[src/rtl/musicbox_pkg.sv]
// Shared constants, state encoding and pitch helpers for the melody sequencer.
// Note frequencies are integer Hz so the derived half periods are exact truncations.
package musicbox_pkg;

  localparam logic [3:0] NOTE_REST = 4'd0;
  localparam logic [3:0] NOTE_C4   = 4'd1;
  localparam logic [3:0] NOTE_CS4  = 4'd2;
  localparam logic [3:0] NOTE_D4   = 4'd3;
  localparam logic [3:0] NOTE_DS4  = 4'd4;
  localparam logic [3:0] NOTE_E4   = 4'd5;
  localparam logic [3:0] NOTE_F4   = 4'd6;
  localparam logic [3:0] NOTE_FS4  = 4'd7;
  localparam logic [3:0] NOTE_G4   = 4'd8;
  localparam logic [3:0] NOTE_GS4  = 4'd9;
  localparam logic [3:0] NOTE_A4   = 4'd10;
  localparam logic [3:0] NOTE_AS4  = 4'd11;
  localparam logic [3:0] NOTE_B4   = 4'd12;
  localparam logic [3:0] NOTE_C5   = 4'd13;
  localparam logic [3:0] NOTE_RSVD = 4'd14;
  localparam logic [3:0] NOTE_END  = 4'd15;

  typedef enum logic [2:0] {
    ST_IDLE,
    ST_FETCH,
    ST_DECODE,
    ST_PLAY,
    ST_GAP,
    ST_DONE
  } seq_state_e;

  function automatic int unsigned note_freq_hz(input logic [3:0] code);
    int unsigned f;
    case (code)
      NOTE_C4:  f = 262;
      NOTE_CS4: f = 277;
      NOTE_D4:  f = 294;
      NOTE_DS4: f = 311;
      NOTE_E4:  f = 330;
      NOTE_F4:  f = 349;
      NOTE_FS4: f = 370;
      NOTE_G4:  f = 392;
      NOTE_GS4: f = 415;
      NOTE_A4:  f = 440;
      NOTE_AS4: f = 466;
      NOTE_B4:  f = 494;
      NOTE_C5:  f = 523;
      NOTE_REST, NOTE_RSVD, NOTE_END: f = 0;
      default:  f = 0;
    endcase
    return f;
  endfunction

  function automatic logic [15:0] note_half_period(input logic [3:0] code,
                                                   input int unsigned clk_hz);
    int unsigned f;
    f = note_freq_hz(code);
    if (f == 0) return 16'd0;
    return 16'(clk_hz / (2 * f));
  endfunction

  function automatic logic is_pitched(input logic [3:0] code);
    return (code >= NOTE_C4) && (code <= NOTE_C5);
  endfunction

  function automatic int cnt_width(input int unsigned v);
    int w;
    w = $clog2(v + 1);
    return (w < 1) ? 1 : w;
  endfunction

endpackage

[src/rtl/melody_sequencer_if.sv]
// Note ROM read port and tone generator drive, bundled for the sequencer.
interface melody_sequencer_if #(
  parameter int ADDR_W = 6
);
  // No backpressure: rom_data is valid the cycle after rom_addr is held (registered
  // ROM), and note_strobe is a one-cycle "valid" marking a new tone_half_period/tone_en.
  logic [ADDR_W-1:0] rom_addr;
  logic [7:0]        rom_data;
  logic [15:0]       tone_half_period;
  logic              tone_en;
  logic              note_strobe;

  modport master (
    output rom_addr,
    output tone_half_period,
    output tone_en,
    output note_strobe,
    input  rom_data
  );

  modport slave (
    input  rom_addr,
    input  tone_half_period,
    input  tone_en,
    input  note_strobe,
    output rom_data
  );
endinterface

[src/rtl/melody_sequencer_timer.sv]
// seq_duration_timer: prescaler of unit_len_i cycles feeding a 4-bit unit counter.
// After load it raises expire_o in the last of (units_i+1)*unit_len_i cycles.
module seq_duration_timer #(
  parameter int UNIT_W = 20
) (
  input  logic              clk,
  input  logic              rst,
  input  logic              clear_i,
  input  logic              load_i,
  input  logic [UNIT_W-1:0] unit_len_i,
  input  logic [3:0]        units_i,
  output logic              expire_o
);

  logic              active_q, active_d;
  logic [UNIT_W-1:0] unit_q, unit_d;
  logic [UNIT_W-1:0] pre_q, pre_d;
  logic [3:0]        cnt_q, cnt_d;

  assign expire_o = active_q && (pre_q == '0) && (cnt_q == '0);

  always_comb begin
    active_d = active_q;
    unit_d   = unit_q;
    pre_d    = pre_q;
    cnt_d    = cnt_q;
    if (clear_i) begin
      active_d = 1'b0;
      unit_d   = '0;
      pre_d    = '0;
      cnt_d    = '0;
    end else if (load_i) begin
      // A zero-length unit still lasts one cycle so the counter always terminates.
      active_d = 1'b1;
      unit_d   = unit_len_i;
      pre_d    = (unit_len_i == '0) ? '0 : unit_len_i - UNIT_W'(1);
      cnt_d    = units_i;
    end else if (active_q) begin
      if (pre_q != '0) begin
        pre_d = pre_q - UNIT_W'(1);
      end else if (cnt_q != '0) begin
        cnt_d = cnt_q - 4'd1;
        pre_d = (unit_q == '0) ? '0 : unit_q - UNIT_W'(1);
      end else begin
        active_d = 1'b0;
      end
    end
  end

  always_ff @(posedge clk or posedge rst) begin
    if (rst) begin
      active_q <= 1'b0;
      unit_q   <= '0;
      pre_q    <= '0;
      cnt_q    <= '0;
    end else begin
      active_q <= active_d;
      unit_q   <= unit_d;
      pre_q    <= pre_d;
      cnt_q    <= cnt_d;
    end
  end

endmodule

[src/rtl/melody_sequencer.sv]
// Steps through a note ROM, driving a square-wave tone generator with timed notes and gaps.
// Optional macro SEQ_TEMPO_EN adds tempo_shift to shorten the duration unit by 1x/2x/4x/8x.
module melody_sequencer
  import musicbox_pkg::*;
#(
  parameter int unsigned CLK_HZ     = 12000000,
  parameter int unsigned ADDR_W     = 6,
  parameter int unsigned DUR_UNIT   = 750000,
  parameter int unsigned GAP_CYCLES = 120000
) (
  input  logic               clk,
  input  logic               rst,
  input  logic               start,
  input  logic               stop,
  input  logic               loop_en,
`ifdef SEQ_TEMPO_EN
  input  logic [1:0]         tempo_shift,
`endif
  output logic               busy,
  output logic               done,
  output seq_state_e         dbg_state,
  melody_sequencer_if.master bus
);

  localparam int UNIT_W = cnt_width((DUR_UNIT > GAP_CYCLES) ? DUR_UNIT : GAP_CYCLES);
  localparam logic [ADDR_W-1:0] ADDR_LAST = '1;

  seq_state_e        state_q, state_d;
  logic [ADDR_W-1:0] addr_q, addr_d;
  logic [15:0]       hp_q, hp_d;
  logic              tone_en_q, tone_en_d;
  logic              strobe_q, strobe_d;

  logic              tmr_clear, tmr_load, tmr_expire;
  logic [UNIT_W-1:0] tmr_unit;
  logic [3:0]        tmr_units;
  logic [UNIT_W-1:0] dur_unit;

  logic [3:0]        code, dcode;
  logic [15:0]       hp_table [16];
  logic [ADDR_W-1:0] next_addr;
  seq_state_e        adv_state;

  assign code  = bus.rom_data[7:4];
  assign dcode = bus.rom_data[3:0];

  // Half periods are elaboration-time constants; no divider is built.
  for (genvar g = 0; g < 16; g++) begin : g_hp
    assign hp_table[g] = note_half_period(4'(g), CLK_HZ);
  end

`ifdef SEQ_TEMPO_EN
  assign dur_unit = UNIT_W'(DUR_UNIT) >> tempo_shift;
`else
  assign dur_unit = UNIT_W'(DUR_UNIT);
`endif

  // Stepping past the last ROM slot behaves like an END entry.
  assign next_addr = (addr_q == ADDR_LAST) ? '0 : addr_q + ADDR_W'(1);
  assign adv_state = ((addr_q == ADDR_LAST) && !loop_en) ? ST_DONE : ST_FETCH;

  seq_duration_timer #(.UNIT_W(UNIT_W)) u_timer (
    .clk        (clk),
    .rst        (rst),
    .clear_i    (tmr_clear),
    .load_i     (tmr_load),
    .unit_len_i (tmr_unit),
    .units_i    (tmr_units),
    .expire_o   (tmr_expire)
  );

  always_comb begin
    state_d   = state_q;
    addr_d    = addr_q;
    hp_d      = hp_q;
    tone_en_d = tone_en_q;
    strobe_d  = 1'b0;
    tmr_clear = 1'b0;
    tmr_load  = 1'b0;
    tmr_unit  = dur_unit;
    tmr_units = dcode;
    if (stop) begin
      state_d   = ST_IDLE;
      addr_d    = '0;
      tone_en_d = 1'b0;
      tmr_clear = 1'b1;
    end else begin
      case (state_q)
        ST_IDLE: begin
          if (start) begin
            addr_d  = '0;
            state_d = ST_FETCH;
          end
        end
        ST_FETCH: state_d = ST_DECODE;
        ST_DECODE: begin
          if (code == NOTE_END) begin
            addr_d  = '0;
            state_d = loop_en ? ST_FETCH : ST_DONE;
          end else begin
            if (is_pitched(code)) hp_d = hp_table[code];
            tone_en_d = is_pitched(code);
            strobe_d  = 1'b1;
            tmr_load  = 1'b1;
            state_d   = ST_PLAY;
          end
        end
        ST_PLAY: begin
          if (tmr_expire) begin
            tone_en_d = 1'b0;
            if (GAP_CYCLES > 0) begin
              tmr_load  = 1'b1;
              tmr_unit  = UNIT_W'(GAP_CYCLES);
              tmr_units = '0;
              state_d   = ST_GAP;
            end else begin
              addr_d  = next_addr;
              state_d = adv_state;
            end
          end
        end
        ST_GAP: begin
          if (tmr_expire) begin
            addr_d  = next_addr;
            state_d = adv_state;
          end
        end
        ST_DONE: state_d = ST_IDLE;
        default: state_d = ST_IDLE;
      endcase
    end
  end

  always_ff @(posedge clk or posedge rst) begin
    if (rst) begin
      state_q   <= ST_IDLE;
      addr_q    <= '0;
      hp_q      <= '0;
      tone_en_q <= 1'b0;
      strobe_q  <= 1'b0;
    end else begin
      state_q   <= state_d;
      addr_q    <= addr_d;
      hp_q      <= hp_d;
      tone_en_q <= tone_en_d;
      strobe_q  <= strobe_d;
    end
  end

  assign bus.rom_addr         = addr_q;
  assign bus.tone_half_period = hp_q;
  assign bus.tone_en          = tone_en_q;
  assign bus.note_strobe      = strobe_q;
  assign busy                 = (state_q != ST_IDLE);
  assign done                 = (state_q == ST_DONE);
  assign dbg_state            = state_q;

endmodule

[src/flat_wrapper.sv]
// flat-port wrapper written by rule: the top's interface ports become plain ports
module melody_sequencer_flat import musicbox_pkg::*;
#(
  parameter int unsigned CLK_HZ     = 12000000,
  parameter int unsigned ADDR_W     = 6,
  parameter int unsigned DUR_UNIT   = 750000,
  parameter int unsigned GAP_CYCLES = 120000
)
  (clk, rst, start, stop, loop_en, busy, done, dbg_state, bus_rom_addr, bus_tone_half_period, bus_tone_en, bus_note_strobe, bus_rom_data);
  melody_sequencer_if #(.ADDR_W(ADDR_W)) bus_i ();
  input  logic clk;
  input  logic rst;
  input  logic start;
  input  logic stop;
  input  logic loop_en;
  output logic busy;
  output logic done;
  output seq_state_e dbg_state;
  output wire logic [$bits(bus_i.rom_addr)-1:0] bus_rom_addr;
  output wire logic [$bits(bus_i.tone_half_period)-1:0] bus_tone_half_period;
  output wire logic [$bits(bus_i.tone_en)-1:0] bus_tone_en;
  output wire logic [$bits(bus_i.note_strobe)-1:0] bus_note_strobe;
  input wire logic [$bits(bus_i.rom_data)-1:0] bus_rom_data;
  assign bus_rom_addr = bus_i.rom_addr;
  assign bus_tone_half_period = bus_i.tone_half_period;
  assign bus_tone_en = bus_i.tone_en;
  assign bus_note_strobe = bus_i.note_strobe;
  assign bus_i.rom_data = bus_rom_data;
  melody_sequencer #(.CLK_HZ(CLK_HZ), .ADDR_W(ADDR_W), .DUR_UNIT(DUR_UNIT), .GAP_CYCLES(GAP_CYCLES)) u_core (.clk(clk), .rst(rst), .start(start), .stop(stop), .loop_en(loop_en), .busy(busy), .done(done), .dbg_state(dbg_state), .bus(bus_i));
endmodule
[config.mk]
export PLATFORM = sky130hd
export DESIGN_NAME = melody_sequencer_flat
export DESIGN_NICKNAME = d
export VERILOG_FILES = /design/src/rtl/musicbox_pkg.sv /design/src/rtl/melody_sequencer_if.sv /design/src/rtl/melody_sequencer_timer.sv /design/src/rtl/melody_sequencer.sv /design/src/flat_wrapper.sv
export SDC_FILE = /design/constraint.sdc
export NUM_CORES = 1
export LEC_CHECK = 0
export CORE_MARGIN = 5
export CORE_UTILIZATION = 35
export CTS_CLUSTER_SIZE = 28
export DETAILED_ROUTE_END_ITERATION = 16
export SLEW_MARGIN = 15
export SYNTH_ARGS = -nofsm -noshare
export SYNTH_HDL_FRONTEND = slang
export SYNTH_SLANG_ARGS = --single-unit
[constraint.sdc]
create_clock -name clk -period 2.69 [get_ports clk]
set_clock_uncertainty 0.1 [all_clocks]
set_input_delay 0.538 -clock clk [delete_from_list [all_inputs] [get_ports clk]]
set_output_delay 0.538 -clock clk [all_outputs]
set_load 0.01 [all_outputs]
==> results by stage, run 1 <==
Clock tree:
- The tree built by TritonCTS fans out to 54 sinks.
- The clock-pin slew on the worst setup and hold paths is 0.10 ns.
- The root cell of the clock tree is sky130_fd_sc_hd__clkbuf_8.
- The source-to-sink clock delay at the later pin of the worst-skew pair is 0.32 ns.
- The number of buffers between clock root and the deepest sink is 2.
- The number of buffers created by CTS is 5.
- The number of setup buffers added after CTS is 0.
- The hold buffer count at cts is 0.
- The CTS tree is done.
- The H-tree depth is 2.

Final layout:
- The layout overhead on the synthesized area is 29.8%.
- At the end of the flow, the number of nets in the layout was 571.
- The total inserted antenna cells is 0.
- The layout filler cell count is 1060.
- Of the cells placed in the final design, the portion with a size suffix greater than 1 is 19.3%.

STA:
- Headroom to the max-slew limit came out at 57.8%.
- The number of endpoints with negative hold slack in the final report is 0.
- The final period demand of the worst path is 2.58 ns.
- The final-report max-slew violation count is 0.
- The slew at the pin closest to its max-slew limit is 0.632 ns.
- Setup violations remaining at the end of the flow were counted as 0.
- Adding up every negative setup slack in the final design gives 0 ns.
- Of the available clock period, the critical path in the final layout requires 96.0%.
- The smallest hold slack is 0.396 ns.
- Setup repair after global routing left no endpoint under its margin.
- The maximum clock frequency is 387 MHz.

Synth:
- The post-synthesis instance total is 454.
- sky130_fd_sc_hd__dfrtp_1 is the most common cell in the netlist.
- After synthesis, the largest area contributor takes up 35.1% of total cell area.
- Counting flops and latches in the post-synthesis netlist gives 54.
- In this run, distinct cell masters in the synthesized netlist total 67.
- The dominant register cell in the synthesized netlist is sky130_fd_sc_hd__dfrtp_1.
- The post-synthesis instance area is 0.00385 mm².
- Counting every net in the synthesized netlist gives 478.
- The per-instance average area after synthesis is 8.47 µm².
- The post-synthesis sequential area ratio is 35.1%.
- In the post-synthesis netlist, the biggest area contributors are sky130_fd_sc_hd__dfrtp_1 35%, sky130_fd_sc_hd__o21ai_0 4.4%, sky130_fd_sc_hd__a21oi_1 4.0%.
- For this run, asynchronously set or reset flops after synthesis account for 100%.
- Yosys mapped a number of flops with a built-in enable equal to 0.
- By count the netlist is led by 54 x sky130_fd_sc_hd__dfrtp_1, 35 x sky130_fd_sc_hd__nor2_1, 34 x sky130_fd_sc_hd__o21ai_0.
- For this run, the number of Yosys warnings is 0.
- The leading area contributor after synthesis is sky130_fd_sc_hd__dfrtp_1.

Critical path:
- Along the worst path, the maximum fanout reaches 15.
- The required arrival time at the worst endpoint is 2.80 ns.
- For this run, the slowest stage of the critical path takes 0.49 ns.
- The worst setup path is of the flop to flop kind.
- The cell class contributing the biggest share of worst-path delay is simple AND/OR/NAND/NOR gates.
- STA classifies the critical path startpoint as a flop.
- At the worst endpoint, the arrival time is 2.69 ns.
- The number of buffers and inverters on the critical path is 3.
- Counting stages on the worst path, the most repeated cell is sky130_fd_sc_hd__buf_4.
- Walking the worst path, the cells encountered are inv_1 > ha_2 > or4b_4 > buf_4 > or4_1 > o21a_2 > buf_4 > a21o_1.
- The largest individual stage delay along the critical path comes from the cell sky130_fd_sc_hd__or4b_4.
- STA classifies the critical path endpoint as a flop.

Global route:
- The via count of the first global-routing pass is 4055.
- The maximum number of pins on one net before global-route repair is 31.
- Global routing used 19.1% of the available tracks across all layers.
- The number of antenna violations at the first check in global routing came to 0.
- The wire length of the first global-routing pass is 20600 µm.
- The remaining global-route overflow is 0.

Place:
- Buffers placed on the I/O ports in this run total 40.
- The final estimated routing congestion in global placement is 0.889.
- The HPWL after detailed placement is 9120 µm.

Routing:
- In this run, the number of DRC markers left after iteration 0 of detailed routing was 233.
- The routed layout has 4028 vias.
- The final wirelength is 12200 µm.
- The number of vias per cell after detailed routing is 5.85.
- The pre-antenna-repair detailed-routing pass consisted of 5 iterations.
- The count of nets left with antenna violations once routing finished came out at 0.
- In the routed design, unresolved DRC markers number 0.
- In the final routed layout, each cell accounts on average for 17.7 µm.

Power and ir drop:
- The leakage dissipation is 2.08 nW.
- The maximum ir drop on the vdd rail is 0.506 mV.
- In this run the power density over the cells is 833 mW/mm².

Flow run:
- The max capacitance violation total is 0.

Floorplanning:
- The floorplan die area is 0.0132 mm².
- Once the floorplan was initialized, standard cells occupied 35.6% of the core.
- The floorplan step defined a core boundary enclosing 0.0108 mm².
- The top-level I/O count is 42.
- The floorplan has 38 rows.
- The height of the chip is 115 µm.
- The width of the die is 115 µm.

Run status:
- The flow ran to the end, and the final reports show no timing, DRC or antenna violations.

Hold path:
- The type of the worst min-delay path is flop to flop.
[final timing paths]
path                                               from                   endpoint  slack (ns)  cells past startpoint
worst max-delay path            u_core.u_timer.pre_q[0]  u_core.u_timer.unit_q[16]        0.11                      8
worst min-delay path                 u_core.bus.tone_en         u_core.bus.tone_en        0.40                      1
worst max register to register  u_core.u_timer.pre_q[0]  u_core.u_timer.unit_q[16]        0.11                      8
worst min register to register       u_core.bus.tone_en         u_core.bus.tone_en        0.40                      1
max in group asynchronous                           rst        u_core.dbg_state[0]        1.38                      3
min in group asynchronous                           rst   u_core.u_timer.pre_q[10]        0.52                      2
[registers in the layout, summed over array words and instances, names as in the netlist]
register	flops
u_core.u_timer.active_q	1
u_core.bus.tone_en	1
u_core.bus.note_strobe	1
u_core.u_timer.unit_q	3
u_core.u_timer.cnt_q	4
u_core.dbg_state	3
u_core.u_timer.pre_q	20
u_core.bus.rom_addr	6
u_core.bus.tone_half_period	15
[stage by stage]
| step | cells | utilization [%] | total power, mW | area [µm²] | setup slack [ns] |
|---|---|---|---|---|---|
| after global routing | 688 | 46.2 | 4.46 | 4990 | 0.00272 |
| after global placement | 680 | 45.2 | 3.60 | 4880 | 0.00663 |
| after detailed placement | 680 | 45.2 | 3.61 | 4880 | -0.0146 |
| after floorplan | 454 | - | 2.58 | 3850 | 0.102 |
| final | 688 | 46.2 | 4.16 | 4990 | 0.107 |
| after CTS | 688 | 46.1 | 4.12 | 4970 | 0.0536 |
[layer usage]
| metal | global-route usage, % | vias to the layer above | share of wire, % |
|---|---|---|---|
| met5 | 0 | - | 0 |
| met4 | 6.34 | 0 | 3.0 |
| met3 | 3.11 | 30 | 6.4 |
| met2 | 31.7 | 148 | 47 |
| met1 | 25.5 | 1931 | 43 |
| li1 | - | 1919 | - |
[area by class of cell]
| type | instances | area (µm²) | share of cell area, % |
|---|---|---|---|
| Multi-Input combinational cell | 347 | 2300 | 46.2 |
| Sequential cell | 54 | 1350 | 27.1 |
| Timing Repair Buffer | 116 | 983 | 19.7 |
| Tap cell | 140 | 175 | 3.51 |
| Clock buffer | 7 | 86.3 | 1.73 |
| Inverter | 23 | 86.3 | 1.73 |
| Clock inverter | 1 | 5.00 | 0.100 |
[power breakdown]
part	switching (mW)	internal (mW)
Combinational	1.33	1.11
Clock	0.279	0.209
Sequential	0.193	1.04
Total	1.80	2.36
[worst register-to-register path, stage by stage (launching register included)]
cell                      delay [ns]
sky130_fd_sc_hd__dfrtp_1        0.39
sky130_fd_sc_hd__inv_1          0.08
sky130_fd_sc_hd__ha_2           0.19
sky130_fd_sc_hd__or4b_4         0.49
sky130_fd_sc_hd__buf_4          0.22
sky130_fd_sc_hd__or4_1          0.45
sky130_fd_sc_hd__o21a_2         0.26
sky130_fd_sc_hd__buf_4          0.14
sky130_fd_sc_hd__a21o_1         0.16
[kinds of logic (layout without fill, tap and decap cells)]
group / after synthesis / after routing / share of synthesized area (%)
multiplexers: 10 / 10 / 3.12
other: 1 / 1 / 0.0975
AND/OR/NAND/NOR: 152 / 152 / 22.1
adder cells (fa/ha/maj): 11 / 11 / 3.58
flip-flops: 54 / 54 / 35.1
buffers and inverters: 53 / 147 / 5.50
AO/OA/AOI/OAI: 168 / 168 / 29.3
XOR/XNOR: 5 / 5 / 1.14
[timing repair]
action | in CTS | in global routing
gates resized for setup | 0 | 5
endpoints found under the hold margin | 0 | 0
endpoints found under the setup margin | 0 | 7
[layout by cell type (no fill, tap or decap), types with 9 or more instances in the layout]
cell type	instances
sky130_fd_sc_hd__a21oi_1	31
sky130_fd_sc_hd__a31oi_1	14
sky130_fd_sc_hd__buf_4	75
sky130_fd_sc_hd__clkdlybuf4s50_1	40
sky130_fd_sc_hd__dfrtp_1	54
sky130_fd_sc_hd__ha_1	10
sky130_fd_sc_hd__inv_1	22
sky130_fd_sc_hd__nand2_1	22
sky130_fd_sc_hd__nand3_1	9
sky130_fd_sc_hd__nor2_1	35
sky130_fd_sc_hd__nor3_1	21
sky130_fd_sc_hd__nor4_1	13
sky130_fd_sc_hd__o211ai_1	9
sky130_fd_sc_hd__o21ai_0	34
sky130_fd_sc_hd__or4_1	10
(Power assumes the default switching activity.)
==> run 2: changes to the inputs <==
--- a/config.mk
+++ b/config.mk
@@ -12,4 +12,5 @@
 export SLEW_MARGIN = 15
 export SYNTH_ARGS = -nofsm -noshare
 export SYNTH_HDL_FRONTEND = slang
+export SYNTH_HIERARCHICAL = 1
 export SYNTH_SLANG_ARGS = --single-unit
==> run 2 against run 1 <==
Against the previous run:
- the flow now finishes with violations (setup timing)
- sequential cell count increased by 17
- clock-buffer cell count increased by 3
- routed wire length increased by 25%
- synthesized area increased by 33%
- final area increased by 41%
- final cell count increased by 36%
- register-to-register slack got worse by 0.57 ns
- utilization increased by 2.7 points
- first-iteration DRC count increased by 54%
- global-route usage decreased by 1.0 points
- maximum frequency decreased by 18%
- sequential power increased by 14%
- highest routed layer unchanged
==> results by stage, run 2 <==
Final layout:
- The area occupied by multi-input gates is 0.00341 mm² (+48%).
- The total inserted antenna cells came to 0 (unchanged).
- The layout filler cell count is 1366 (+29%).
- The share of post-route cells with drive strength above 1 was 23.7% (+4.3 points).
- The number of nets at the end of the flow is 772 (+35%).
- The area occupied by registers is 0.00178 mm² (+31%).
- The post-route core utilization is 48.9% (+2.7 points).
- Compared with the post-synthesis result, the final layout area differs by 37.8%.
- The final cell count without fillers was 936 (+36%).
- The most frequent standard cell in the layout excluding fill and tap cells is sky130_fd_sc_hd__buf_4.
- In the layout the commonest cells are 93 x sky130_fd_sc_hd__buf_4, 71 x sky130_fd_sc_hd__dfrtp_1, 52 x sky130_fd_sc_hd__nor2_1.
- The final cell area excluding filler cells came to 0.00705 mm² (+41%).

Clock tree:
- The source-to-sink clock delay at the later pin of the worst-skew pair is 0.34 ns (+0.02 ns).
- The clock sink count came to 71 (+31%).
- The CTS tree is done.
- The clock-pin slew on the worst setup and hold paths is 0.06 ns (-0.04 ns).
- The number of buffers between clock root and the deepest sink was 2 (unchanged).
- Clock tree synthesis selected as its root buffer the cell sky130_fd_sc_hd__clkbuf_16.
- The number of buffers created by CTS is 9 (+4).
- The H-tree depth is 3 (+1).

Synth:
- The leading area contributor after synthesis is sky130_fd_sc_hd__dfrtp_1.
- The number of synthesized register bits is 71 (+31%).
- The most used flip-flop cell after synthesis is sky130_fd_sc_hd__dfrtp_1.
- The post-synthesis instance total was 578 (+27%).
- The number of enable flip-flop cells after synthesis is 0 (unchanged).
- By count the netlist is led by 71 x sky130_fd_sc_hd__dfrtp_1, 56 x sky130_fd_sc_hd__nor2_1, 43 x sky130_fd_sc_hd__nand2_1.
- The post-synthesis instance area is 0.00512 mm² (+33%).
- The per-instance average area after synthesis is 8.86 µm² (+4.5%).
- The post-synthesis sequential area ratio is 34.7% (-0.42 points).
- The number of warnings reported in the yosys synthesis log is 6 (+6).
- By area the synthesized netlist is led by sky130_fd_sc_hd__dfrtp_1 35%, sky130_fd_sc_hd__xor2_1 5.0%, sky130_fd_sc_hd__mux2i_1 4.3%.
- The distinct cell type count after synthesis is 72 (+7.5%).
- The fraction of post-synthesis cell area in the top cell type by area came to 34.7% (-0.42 points).
- The most frequent cell after synthesis is sky130_fd_sc_hd__dfrtp_1.
- The proportion of register bits with asynchronous set or reset after synthesis is 100% (unchanged).

Routing:
- The total number of vias is 4894 (+21%).
- The routed length per instance came to 16.2 µm (-8.4%).
- The final wirelength is 15200 µm (+25%).
- The number of vias per cell after detailed routing was 5.23 (-11%).
- The post-detailed-route DRC marker count came to 0 (unchanged).
- The remaining antenna violation count after routing is 0 (unchanged).
- The length of the first detailed-routing pass in iterations was 5 (unchanged).
- The initial detailed-routing violation count was 358 (+54%).

Power and ir drop:
- The switching share of power is 40.1% (-3.2 points).
- The total power was 6.55 mW (+58%).
- The combinational fraction of design power is 60.7% (+2.1 points).
- The relative contribution of sequential cells to total power is 21.3% (-8.3 points).
- The internal power came to 3.93 mW (+67%).
- The switching component of the power came to 2.63 mW (+46%).
- The portion of total power attributed to the clock network is 18.0% (+6.3 points).
- The maximum ir drop on the vdd rail came to 0.525 mV (+3.8%).
- The leakage dissipation is 3.15 nW (+52%).
- The power density over cell area is 929 mW/mm² (+12%).

Run status:
- The run finished, with violations left.
- The checks that failed: setup timing.

STA:
- The smallest hold slack is 0.392 ns (-0.00421 ns).
- The final critical-path share of the clock period is 117% (+21 points).
- The sum of negative setup slack is -16.81 ns (-16.81 ns).
- The worst path setup slack after routing came to -0.462 ns (-0.570 ns).
- The final period demand of the worst path is 3.15 ns (+0.570 ns).
- The maximum clock frequency is 317 MHz (-18%).
- The slew at the pin closest to its max-slew limit was 0.743 ns (+0.111 ns).
- The final-report max-slew violation count is 0 (unchanged).
- The count of final setup violators came to 48 (+48).
- Setup repair after global routing could not meet its margin everywhere.
- The worst slew margin relative to its limit is 50.0% (-7.8 points).
- The number of endpoints with negative hold slack in the final report is 0 (unchanged).

Critical path:
- The critical path data arrival time was 3.33 ns (+0.64 ns).
- The critical path buffer and inverter count is 1 (-2).
- The peak per-stage delay on the critical path is 0.54 ns (+0.05 ns).
- Walking the worst path, the cells encountered are or4_4 > nor4_4 > and3_4 > and2_4 > nand2_2 > or3_4 > nand2b_4 > buf_6 > nor2_4 > nor2_4 > o21a_1 > a21boi_2 > a22o_1.
- By instance count, the cell type seen most on the critical path is sky130_fd_sc_hd__nor2_4.
- The worst setup path is launched from a flop.
- The required arrival time at the worst endpoint was 2.87 ns (+0.07 ns).
- The cell type of the slowest stage on the worst timing path is sky130_fd_sc_hd__or4_4.
- The highest fanout seen on the critical path was 7 (-8).
- Broken down by cell family, the worst path's largest delay share belongs to simple AND/OR/NAND/NOR gates.
- The startpoint-to-endpoint class of the critical path is flop to flop.
- The worst setup path is captured at a flop.

Global route:
- The remaining global-route overflow was 0 (unchanged).
- The wire length of the first global-routing pass is 24400 µm (+18%).
- The number of antenna violations at the first check in global routing is 0 (unchanged).
- The global routing usage summed across all routing layers is 18.1% (-1.0 points).
- The maximum number of pins on one net before global-route repair came to 46 (+48%).
- The via count of the first global-routing pass is 4946 (+22%).

Place:
- The total instance count after detailed placement is 909 (+34%).
- The count of input and output buffers is 40 (unchanged).
- The HPWL after detailed placement was 11300 µm (+24%).
- The worst slack at placement is -0.516 ns (-0.502 ns).
- The placed cell area came to 0.00655 mm² (+34%).
- The final estimated routing congestion in global placement is 0.944 (+6.1%).

Floorplanning:
- The starting density of the core is 35.5% (-0.15 points).
- The site row count was 44 (+16%).
- The standard cell core area is 0.0144 mm² (+34%).
- The height of the chip is 131 µm (+14%).
- The floorplan die area is 0.0171 mm² (+30%).
- The top-level I/O count is 42 (unchanged).
- The width of the die is 131 µm (+14%).

Hold path:
- The min-delay analysis places its worst path in the category flop to flop.

Flow run:
- The max capacitance violation total is 0 (unchanged).
==> run 2: what timing repair did <==
| item | in CTS | in global routing |
|---|---|---|
| resized for setup | 13 | 13 |
| pin swaps | 6 | 14 |
| cloned | 0 | 1 |
| setup endpoints to repair | 49 | 50 |
| buffers inserted | 5 | 6 |
| hold buffers | 0 | 0 |
==> run 2: cell families after synthesis <==
family	count (synthesis)	synth area share (%)
AND/OR/NAND/NOR	224	23.5
AO/OA/AOI/OAI	130	17.5
flip-flops	71	34.7
buffers and inverters	53	4.64
XOR/XNOR	49	8.38
multiplexers	37	8.12
adder cells (fa/ha/maj)	12	2.93
other	2	0.147
==> run 2: final timing paths <==
kind | to | startpoint | cells after the start | slack [ns]
max | u_core/u_timer/pre_q[9] | u_core/u_timer/pre_q[11] | 13 | -0.46
min | u_core/dbg_state[1] | u_core/dbg_state[2] | 1 | 0.39
max reg2reg | u_core/u_timer/pre_q[9] | u_core/u_timer/pre_q[11] | 13 | -0.46
min reg2reg | u_core/dbg_state[1] | u_core/dbg_state[2] | 1 | 0.39
max in group asynchronous | u_core/bus.tone_en | rst | 3 | 1.73
min in group asynchronous | u_core/u_timer/unit_q[12] | rst | 3 | 0.47
==> run 2: cell type report <==
cell class                      instances  share of cell area [%]
Multi-Input combinational cell        499                    48.4
Sequential cell                        71                    25.2
Timing Repair Buffer                  142                    17.8
Tap cell                              184                    3.26
Clock buffer                           10                    3.25
Inverter                               24                    1.28
Clock inverter                          6                   0.869
==> run 2: power groups by stage <==
stage                     sequential [mW]  clock, mW  combinational (mW)
final                                1.40       1.18                3.98
after global routing                 1.43       1.25                4.28
after detailed placement             1.41          0                3.72
after global placement               1.41          0                3.67
after floorplan                      1.48          0                2.30
after CTS                            1.40       1.21                3.82
==> run 2: per-layer routing <==
metal  up-vias  track usage (%)  wire, µm  share of wire (%)
met2       141             29.2      7050                 46
li1       2402                -         -                  -
met4         0             7.26       523                3.4
met1      2315             23.0      6870                 45
met5         -                0         0                  0
met3        36             5.16       721                4.8
==> run 3: changes to the inputs <==
--- a/config.mk
+++ b/config.mk
@@ -9,6 +9,7 @@
 export CORE_UTILIZATION = 35
 export CTS_CLUSTER_SIZE = 28
 export DETAILED_ROUTE_END_ITERATION = 16
+export HOLD_SLACK_MARGIN = 0.08
 export SLEW_MARGIN = 15
 export SYNTH_ARGS = -nofsm -noshare
 export SYNTH_HDL_FRONTEND = slang
==> results of run 3 <==
Same layout as run 2: the final DEF is identical, and so are final timing and power.
==> RTL edit: new RTL, config.mk and constraints of run 3 <==
Register the outputs `busy` and `done`, cleared by the reset; this adds one clock of latency there. The other outputs are not delayed to match.
--- a/src/rtl/melody_sequencer.sv
+++ b/src/rtl/melody_sequencer.sv
@@ -151,8 +151,15 @@
   assign bus.tone_half_period = hp_q;
   assign bus.tone_en          = tone_en_q;
   assign bus.note_strobe      = strobe_q;
-  assign busy                 = (state_q != ST_IDLE);
-  assign done                 = (state_q == ST_DONE);
+  always_ff @(posedge clk or posedge rst) begin
+    if (rst) begin
+      busy <= '0;
+      done <= '0;
+    end else begin
+      busy <= (state_q != ST_IDLE);
+      done <= (state_q == ST_DONE);
+    end
+  end
   assign dbg_state            = state_q;
 
 endmodule
Check against the original RTL: not equivalent (Yosys sat finds a counterexample within 4 cycles, from zero or initial values and one cycle with rst high).
==> RTL edit against run 3 <==
The run still ends with setup timing left. Cell area increased by 5.6%. Non-clock buffer count increased by 11. Worst setup slack got worse by 26 ps. Synthesized cell count increased by 1.2%. Power increased by 34%. Synthesized area increased by 0.56%. Routed wire length increased by 7.1%. Sequential cell count increased by 2. Critical endpoint is now u_core/u_timer/pre_q[7].
==> RTL edit: results (changes against run 3) <==
set qor(detailed_router_iteration_count_before_antenna_repair) 7 ;# +2
set qor(synth_xor_xnor_area_share_pct) 8.337 ;# -0.047 points
set qor(worst_slack_ps) -488.4 ;# -26.13 ps
set qor(num-nets-final) 791 ;# +2.5%
set qor(synth_commonest_cells) {sky130_fd_sc_hd__dfrtp_1, sky130_fd_sc_hd__nor2_1, sky130_fd_sc_hd__nand2_1}
set qor(number_of_global_route_vias_before_repair) 5259 ;# +6.3%
set qor(irDropWorstVdd_uv) 805.8 ;# +53%
set qor(detail_route.iter0.violations) 315 ;# -12%
set qor(routed_wirelength_mm) 16.24 ;# +7.1%
set qor(hold_path.startpoint) {u_core/bus.tone_half_period[4]}
set qor(route.met3.wl_um) 940 ;# +30%
set qor(multi_input_area_share_pct) 47.17 ;# -1.2 points
set qor(final_estimated_routing_congestion_in_global_placement) 0.9050 ;# -4.1%
set qor(nonClockBufferCount) 153 ;# +7.7%
set qor(place_inst) 911 ;# +0.22%
set qor(static-leakage-power_nw) 3.286 ;# +4.2%
set qor(non_clock_buffer_area_share_pct) 20.15 ;# +2.4 points
set qor(run_status) {complete, but fails checks}
set qor(grt.met3_usage_pct) 3.249 ;# -1.9 points
set qor(pin_count_of_the_biggest_net_entering_global_routing) 38 ;# -17%
set qor(fin_tns_setup_ps) -17820 ;# -1017 ps
set qor(ys_seq_area_share_pct) 35.49 ;# +0.78 points
set qor(synth_top_cells_by_area) {sky130_fd_sc_hd__dfrtp_1, sky130_fd_sc_hd__xor2_1, sky130_fd_sc_hd__nor2_1}
set qor(grt_usage_pct) 18.39 ;# +0.26 points
set qor(average_vias_per_placed_instance) 5.390 ;# +3.1%
set qor(post_synth_num_cell_types) 69 ;# -4.2%
set qor(endpoint) {u_core/u_timer/pre_q[7]}
set qor(post_route_cells_drive_above_1_share_pct) 25.81 ;# +2.1 points
set qor(cts.sinks) 73 ;# +2.8%
set qor(first_pass_grt_wire_length_mm) 26.32 ;# +8.1%
set qor(sequential_share_of_cell_area_pct) 24.53 ;# -0.66 points
set qor(worst_setup_path_startpoint) {u_core/u_timer/pre_q[10]}
set qor(max_slew.worst_pin.slew_ps) 756.9 ;# +14.05 ps
set qor(place.detailed.hpwl_mm) 11.40 ;# +1.0%
set qor(groute.layer.met1.usage_pct) 22.13 ;# -0.84 points
set qor(muxShareOfSynthArea_pct) 7.316 ;# -0.80 points
set qor(setup_viol_count_final) 49 ;# +2.1%
set qor(synth-compound-area-share_pct) 17.43 ;# -0.098 points
set qor(violations_in_the_final_reports) {setup timing}
set qor(post_drt_wl_per_cell_um) 17.01 ;# +5.0%
RTL edit: cell count changes in the layout (fill, tap and decap cells not counted), sizes merged, moves of 3 or more:
cell / change
buf: +12
nor2: +6
nor2b: +5
mux2: -4
nand3: +3
nor3: +3
RTL edit: power by group:
part           internal, mW  total [mW]  switching [mW]
logic                  2.92        6.13            3.21
registers              1.35        1.52           0.173
clock network         0.675        1.14           0.467
total                  4.95        8.80            3.85
RTL edit: cell families (layout without fill, tap and decap cells):
kind of cell,after synthesis,in the layout
other,2,47
and+or+nand+nor,233,233
adders and majority gates,12,12
buffers and inverters,52,193
muxes,34,34
DFF,73,73
AOI/OAI and AO/OA,130,130
xor gates and xnor gates,49,49
RTL edit: worst min path at each step:
stage | to | slack (ps) | cells past startpoint
after global placement | u_core/bus.tone_half_period[6] | 400 | 1
after floorplan | u_core/u_timer/pre_q[0] | 390 | 2
after detailed placement | u_core/bus.tone_half_period[10] | 400 | 1
after CTS | u_core/bus.tone_half_period[4] | 410 | 1
final | u_core/bus.tone_half_period[4] | 410 | 1
after global routing | u_core/bus.tone_half_period[12] | 430 | 1
RTL edit: per-stage QoR:
step / utilization (%) / cell area (sq um) / setup WS [ps] / total power, mW
finish: 51.43 / 7446 / -488.4 / 8.796
global placement: 45.34 / 6565 / -514.2 / 6.871
CTS: 50.73 / 7346 / -410.2 / 8.495
detailed placement: 45.34 / 6565 / -571.2 / 6.918
global route: 51.43 / 7446 / -597.8 / 9.247
floorplan: - / 5385 / -1162 / 4.899
RTL edit: what timing repair did:
action	4_1_cts	5_1_grt
gates cloned	4	0
buffers inserted	20	7
gates resized for setup	65	15
pin swaps	29	11
setup endpoints to repair	48	51
